**config.mk**
```make
export PLATFORM = sky130hd
export DESIGN_NAME = pong_sfx_player_flat
export DESIGN_NICKNAME = d
export VERILOG_FILES = /design/src/rtl/pong_sfx_player_if.sv /design/src/rtl/pong_sfx_player.sv /design/src/flat_wrapper.sv
export SDC_FILE = /design/constraint.sdc
export NUM_CORES = 1
export LEC_CHECK = 0
export ABC_AREA = 1
export CELL_PAD_IN_SITES_DETAIL_PLACEMENT = 1
export CELL_PAD_IN_SITES_GLOBAL_PLACEMENT = 1
export CORE_MARGIN = 4
export CORE_UTILIZATION = 46
export DETAILED_ROUTE_END_ITERATION = 8
export DONT_BUFFER_PORTS = 1
export GPL_TIMING_DRIVEN = 0
export PLACE_DENSITY = 0.89
export SLEW_MARGIN = 20
export SYNTH_ARGS = -nofsm -noshare
export SYNTH_HDL_FRONTEND = slang
export SYNTH_SLANG_ARGS = --single-unit
```
**constraint.sdc**
```tcl
create_clock -name clk -period 2.8 [get_ports clk]
set_input_delay 0.28 -clock clk [delete_from_list [all_inputs] [get_ports clk]]
set_output_delay 0.28 -clock clk [all_outputs]
set_load 0.01 [all_outputs]
```
**src/rtl/pong_sfx_player_if.sv**
```systemverilog
// Signal bundle between the game top and the multi-channel sound-effect player.
// The game side drives triggers and tone settings; the player returns audio and status.
interface pong_sfx_player_if #(
    parameter int NUM_CH = 3,
    parameter int DIV_W  = 18,
    parameter int DUR_W  = 24,
    parameter int PWM_W  = 8
) ();
    localparam int CH_W = (NUM_CH > 1) ? $clog2(NUM_CH) : 1;

    logic [NUM_CH-1:0]       trig;
    logic [NUM_CH*DIV_W-1:0] half_per;
    logic [NUM_CH*DUR_W-1:0] duration;
    logic [PWM_W-1:0]        volume;
    logic                    mute;
    logic                    AUD_PWM;
    logic                    AUD_SD;
    logic                    busy;
    logic [CH_W-1:0]         active_ch;

    modport master (
        output trig, half_per, duration, volume, mute,
        input  AUD_PWM, AUD_SD, busy, active_ch
    );

    modport slave (
        input  trig, half_per, duration, volume, mute,
        output AUD_PWM, AUD_SD, busy, active_ch
    );
endinterface

```
**src/rtl/pong_sfx_player.sv**
```systemverilog
// Multi-channel square-wave sound-effect player: edge-triggered requests, fixed
// priority with preemption, a silent gap between effects, and a volume PWM.
module pong_sfx_player #(
    parameter int NUM_CH  = 3,
    parameter int DIV_W   = 18,
    parameter int DUR_W   = 24,
    parameter int PWM_W   = 8,
    parameter int GAP_CYC = 1000
) (
    input logic              clk,
    input logic              rst,
    pong_sfx_player_if.slave sfx
);
    localparam int CH_W  = (NUM_CH > 1) ? $clog2(NUM_CH) : 1;
    localparam int GAP_W = $clog2(GAP_CYC + 1);

    localparam logic [1:0] IDLE = 2'd0;
    localparam logic [1:0] PLAY = 2'd1;
    localparam logic [1:0] GAP  = 2'd2;

    logic [1:0]        state;
    logic [NUM_CH-1:0] trig_q;
    logic [NUM_CH-1:0] pending;
    logic [NUM_CH-1:0] rise;
    logic [NUM_CH-1:0] set_mask;
    logic [NUM_CH-1:0] clr_mask;
    logic [NUM_CH-1:0] hp_onehot;
    logic [NUM_CH-1:0] act_mask;
    logic [CH_W-1:0]   hp;
    logic [CH_W-1:0]   active_ch;
    logic [CH_W-1:0]   sel_ch;
    logic [DUR_W-1:0]  dur_cnt;
    logic [DUR_W-1:0]  dur_sel;
    logic [DIV_W-1:0]  div_cnt;
    logic [DIV_W-1:0]  cur_half;
    logic [DIV_W-1:0]  half_sel;
    logic [GAP_W-1:0]  gap_cnt;
    logic [PWM_W-1:0]  pwm_cnt;
    logic              tone;
    logic              act_rise;
    logic              any_pend;
    logic              load;
    logic              retrig;
    logic              aud_pwm;
    logic              aud_sd;

    assign rise     = sfx.trig & ~trig_q;
    assign any_pend = |pending;

    always_comb begin
        hp        = '0;
        hp_onehot = '0;
        for (int unsigned i = 0; i < NUM_CH; i++) begin
            if (pending[i]) begin
                hp           = CH_W'(i);
                hp_onehot    = '0;
                hp_onehot[i] = 1'b1;
            end
        end
    end

    // Preemption outranks a retrigger of the channel being displaced.
    always_comb begin
        load   = 1'b0;
        retrig = 1'b0;
        case (state)
            IDLE: load = any_pend;
            PLAY: begin
                if (any_pend && (hp > active_ch)) load = 1'b1;
                else if (act_rise)                retrig = 1'b1;
            end
            GAP:     load = any_pend && (gap_cnt == GAP_W'(1));
            default: ;
        endcase
    end

    assign sel_ch = load ? hp : active_ch;

    always_comb begin
        dur_sel  = '0;
        half_sel = '0;
        act_rise = 1'b0;
        act_mask = '0;
        for (int unsigned i = 0; i < NUM_CH; i++) begin
            if (CH_W'(i) == sel_ch) begin
                dur_sel  = sfx.duration[i*DUR_W +: DUR_W];
                half_sel = sfx.half_per[i*DIV_W +: DIV_W];
            end
            if (CH_W'(i) == active_ch) begin
                act_rise    = rise[i];
                act_mask[i] = 1'b1;
            end
        end
    end

    // Edges on the playing channel restart it instead of queuing a request.
    assign set_mask = rise & ~((state == PLAY) ? act_mask : '0);
    assign clr_mask = load ? hp_onehot : '0;

    always_ff @(posedge clk or posedge rst) begin
        if (rst) begin
            state     <= IDLE;
            trig_q    <= '0;
            pending   <= '0;
            active_ch <= '0;
            dur_cnt   <= '0;
            div_cnt   <= '0;
            cur_half  <= '0;
            gap_cnt   <= '0;
            pwm_cnt   <= '0;
            tone      <= 1'b0;
            aud_pwm   <= 1'b0;
            aud_sd    <= 1'b0;
        end else begin
            trig_q  <= sfx.trig;
            pending <= (pending | set_mask) & ~clr_mask;
            pwm_cnt <= pwm_cnt + PWM_W'(1);
            aud_pwm <= tone & (pwm_cnt < sfx.volume) & ~sfx.mute & (state == PLAY);
            aud_sd  <= (state != IDLE);

            if (load || retrig) begin
                state     <= PLAY;
                active_ch <= sel_ch;
                dur_cnt   <= dur_sel;
                cur_half  <= half_sel;
                div_cnt   <= '0;
                tone      <= 1'b0;
            end else begin
                case (state)
                    PLAY: begin
                        if (dur_cnt <= DUR_W'(1)) begin
                            state   <= GAP;
                            gap_cnt <= GAP_W'(GAP_CYC);
                            tone    <= 1'b0;
                        end else begin
                            dur_cnt <= dur_cnt - DUR_W'(1);
                            if (cur_half == '0) begin
                                tone    <= 1'b0;
                                div_cnt <= '0;
                            end else if (div_cnt == cur_half - DIV_W'(1)) begin
                                div_cnt <= '0;
                                tone    <= ~tone;
                            end else begin
                                div_cnt <= div_cnt + DIV_W'(1);
                            end
                        end
                    end
                    GAP: begin
                        tone <= 1'b0;
                        if (gap_cnt == GAP_W'(1)) state <= IDLE;
                        else                      gap_cnt <= gap_cnt - GAP_W'(1);
                    end
                    default: ;
                endcase
            end
        end
    end

    assign sfx.AUD_PWM   = aud_pwm;
    assign sfx.AUD_SD    = aud_sd;
    assign sfx.busy      = (state != IDLE);
    assign sfx.active_ch = active_ch;
endmodule

```
**src/flat_wrapper.sv**
```systemverilog
// flat-port wrapper written by rule: the top's interface ports become plain ports
module pong_sfx_player_flat 
#(
    parameter int NUM_CH  = 3,
    parameter int DIV_W   = 18,
    parameter int DUR_W   = 24,
    parameter int PWM_W   = 8,
    parameter int GAP_CYC = 1000
)
  (clk, rst, sfx_trig, sfx_half_per, sfx_duration, sfx_volume, sfx_mute, sfx_AUD_PWM, sfx_AUD_SD, sfx_busy, sfx_active_ch);
  pong_sfx_player_if #(.NUM_CH(NUM_CH), .DIV_W(DIV_W), .DUR_W(DUR_W), .PWM_W(PWM_W)) sfx_i ();
  input logic clk;
  input logic rst;
  input wire logic [$bits(sfx_i.trig)-1:0] sfx_trig;
  input wire logic [$bits(sfx_i.half_per)-1:0] sfx_half_per;
  input wire logic [$bits(sfx_i.duration)-1:0] sfx_duration;
  input wire logic [$bits(sfx_i.volume)-1:0] sfx_volume;
  input wire logic [$bits(sfx_i.mute)-1:0] sfx_mute;
  output wire logic [$bits(sfx_i.AUD_PWM)-1:0] sfx_AUD_PWM;
  output wire logic [$bits(sfx_i.AUD_SD)-1:0] sfx_AUD_SD;
  output wire logic [$bits(sfx_i.busy)-1:0] sfx_busy;
  output wire logic [$bits(sfx_i.active_ch)-1:0] sfx_active_ch;
  assign sfx_i.trig = sfx_trig;
  assign sfx_i.half_per = sfx_half_per;
  assign sfx_i.duration = sfx_duration;
  assign sfx_i.volume = sfx_volume;
  assign sfx_i.mute = sfx_mute;
  assign sfx_AUD_PWM = sfx_i.AUD_PWM;
  assign sfx_AUD_SD = sfx_i.AUD_SD;
  assign sfx_busy = sfx_i.busy;
  assign sfx_active_ch = sfx_i.active_ch;
  pong_sfx_player #(.NUM_CH(NUM_CH), .DIV_W(DIV_W), .DUR_W(DUR_W), .PWM_W(PWM_W), .GAP_CYC(GAP_CYC)) u_core (.clk(clk), .rst(rst), .sfx(sfx_i));
endmodule
```
==> reports/qor.csv <==
metric,value,unit
dpl.hpwl,17800,um
netlist_top_cells_count,"300 x nand2_1, 108 x inv_1, 106 x nor2_1",
p_leak,3.56,nW
dr_total_vias,6838,
synth_area,6680,um2
worstPathArrival,2.85,ns
drtPass1Iterations,5,
seqPwrFrac,0.218,
slew_headroom,0.537,
crit_fanout,10,
design_area,7360,um2
synth_edf_count,0,
fmax,383,MHz
track_usage,0.286,
cts_buffers,9,
setup_tns,0,ns
synth_top_area_frac,0.341,
drt-initial-drc-count,393,
area_delta_synth_final,10.1,%
yosys.area.top_type,dfrtp_1,
via_per_inst,5.75,
drt-total-wl,23200,um
combPwrFrac,0.656,
die_w,129,um
setup_slack,0.192,ns
p_per_area,1500,nW/um2
hp-class,in2reg,
start_kind,register,
clkSlewWorstSetupHoldPaths,0.07,ns
synth.distinct_cells,41,
cts_tree,yes,
dpl_cell_area,6940,um2
internal_power,5.03,mW
diodes,0,
synth_flop_cell,dfrtp_1,
async_reset_ff_frac,1.00,
clockBufferDepth,2,
yosysMostFrequentCell,nand2_1,
drive_gt1_frac,0.0842,
setup_viol,0,
p_sw,5.98,mW
sw_frac_of_total,0.543,
drc_errors,0,
hold_violations,0,
htreeDepth,3,
cap_violations,0,
coreArea,14000,um2
pre_cts_ws,0.0767,ns
fin_skew,0.00658,ns
cts_sinks,91,
rsz0062_at_grt,false,
ys_seq_area_frac,0.341,
post-route-util,0.524,
detail-route-antenna-nets,0,
gp_congestion,0.886,
cp.required,3.04,ns
gr-total-overflow,0,
tightest_slew,0.689,ns
outcome,finished clean,
yosys_warnings,0,
fin_crit,2.61,ns
insertion_delay,0.36,ns
cp-end-kind,register,
layout.nets,1161,
period_share,0.931,
grt_pass1_vias,7341,
wl_per_cell,19.5,um
dieArea,16500,um2
rows,43,
grt_max_degree,66,
die_height,129,um
power,11.0,mW
slew_viol_final,0,
grt_pass1_wl,37200,um
io_buffers,0,
p_clk_frac,0.126,
synthesis.nets,1142,
grt_antenna_before_repair,0,
synth_area_leaders,"dfrtp_1 34%, nand2_1 17%, inv_1 6.1%",
synth_seq_cells,91,
synth_cells,986,
initial_core_util,0.476,
syn_avg_cell_area,6.78,um2
io_pins,145,
path_class,reg2reg,
vdd_drop_max,1.13,mV
root_buffer,clkbuf_16,
[final timing paths]
| kind | start | endpoint | slack [ns] | cells past startpoint |
|---|---|---|---|---|
| min | sfx_half_per[36] | u_core.cur_half[0] | 0.07 | 2 |
| min reg2reg | u_core.pwm_cnt[0] | u_core.pwm_cnt[0] | 0.48 | 1 |
| min in group asynchronous | rst | u_core.gap_cnt[9] | 0.37 | 2 |
| max reg2reg | u_core.sfx.active_ch[1] | u_core.dur_cnt[0] | 0.19 | 13 |
| max in group asynchronous | rst | u_core.pending[2] | 1.81 | 3 |
| max | u_core.sfx.active_ch[1] | u_core.dur_cnt[0] | 0.19 | 13 |
[timing repair]
item	4_1_cts	5_1_grt
setup endpoints to repair	2	39
endpoints found under the hold margin	30	0
setup buffers	0	2
gates resized for setup	1	13
hold buffers	5	0
pin swaps	1	1
[state kept, by name, indices dropped and copies added (netlist names)]
name and cells:
u_core.cur_half 18, u_core.div_cnt 18, u_core.dur_cnt 24, u_core.gap_cnt 10, u_core.pending 3, u_core.pwm_cnt 8, u_core.sfx.AUD_PWM 1, u_core.sfx.AUD_SD 1
u_core.sfx.active_ch 2, u_core.state 2, u_core.tone 1, u_core.trig_q 3
[metrics by stage]
| step | hold WS, ns | cells |
|---|---|---|
| 2_1_floorplan | 0.311 | 986 |
| 3_3_place_gp | 0.312 | 1166 |
| 3_5_place_dp | 0.124 | 1167 |
| 4_1_cts | 0.0654 | 1188 |
| 5_1_grt | 0.0729 | 1190 |
| 6_report | 0.0657 | 1190 |
[layout make-up]
| type | instances | area, um2 |
|---|---|---|
| clock buffers | 11 | 243 |
| repair buffers | 8 | 105 |
| clock inverters | 5 | 85.1 |
| plain buffers | 29 | 195 |
| well taps | 180 | 225 |
| inverters | 116 | 445 |
| flip-flops and latches | 91 | 2280 |
| multi-input cells | 750 | 3780 |
| fillers | 1881 | 6680 |
[cells in the final DEF, fill, tap and decap left out, drive strengths merged, types with 3 or more instances in the layout]
| cell | count |
|---|---|
| a21oi | 30 |
| a31oi | 7 |
| nor3 | 12 |
| nand2 | 311 |
| inv | 116 |
| o21bai | 3 |
| xor2 | 35 |
| dlygate4sd3 | 5 |
| nand4 | 16 |
| a21o | 5 |
| nand3 | 73 |
| nor2 | 118 |
| o21ai | 70 |
| buf | 21 |
| xnor2 | 11 |
| o22ai | 22 |
| or2 | 4 |
| clkbuf | 22 |
| nand3b | 10 |
| dfrtp | 91 |
| ha | 16 |
[cell families after synthesis]
kind of cell	count (synthesis)	synth area share
AND/OR/NAND/NOR	546	0.358
buffers and inverters	145	0.0936
AO/OA/AOI/OAI	142	0.118
flip-flops	91	0.341
XOR/XNOR	46	0.0603
adder cells (fa/ha/maj)	16	0.0300
[worst max-delay path, stage by stage, from the launching register on]
cell and delay [ns]:
dfrtp_1 0.49, inv_1 0.16, ha_1 0.33, inv_1 0.04, o21bai_1 0.13, nand4_2 0.16
nand3_1 0.20, nand2_4 0.13, nor2_4 0.21, buf_12 0.15, buf_6 0.17, nand2_1 0.06
o211ai_1 0.14, a21oi_1 0.10
[power groups by stage]
stage / Clock, mW / Combinational [mW] / Sequential (mW)
after global routing: 1.44 / 8.08 / 2.46
after detailed placement: 0 / 6.96 / 2.40
final: 1.39 / 7.22 / 2.40
after CTS: 1.40 / 7.03 / 2.38
after global placement: 0 / 6.66 / 2.37
after floorplan: 0 / 5.07 / 2.21
[per-layer routing]
layer | share of wire | routed length [um] | vias to the layer above | track usage
met5 | 0 | 0 | - | 0
met4 | 0.057 | 1310 | 0 | 0.156
met3 | 0.056 | 1290 | 90 | 0.0710
met2 | 0.51 | 11800 | 243 | 0.501
met1 | 0.38 | 8810 | 3300 | 0.320
li1 | - | - | 3205 | -
(Power assumes the default switching activity.)
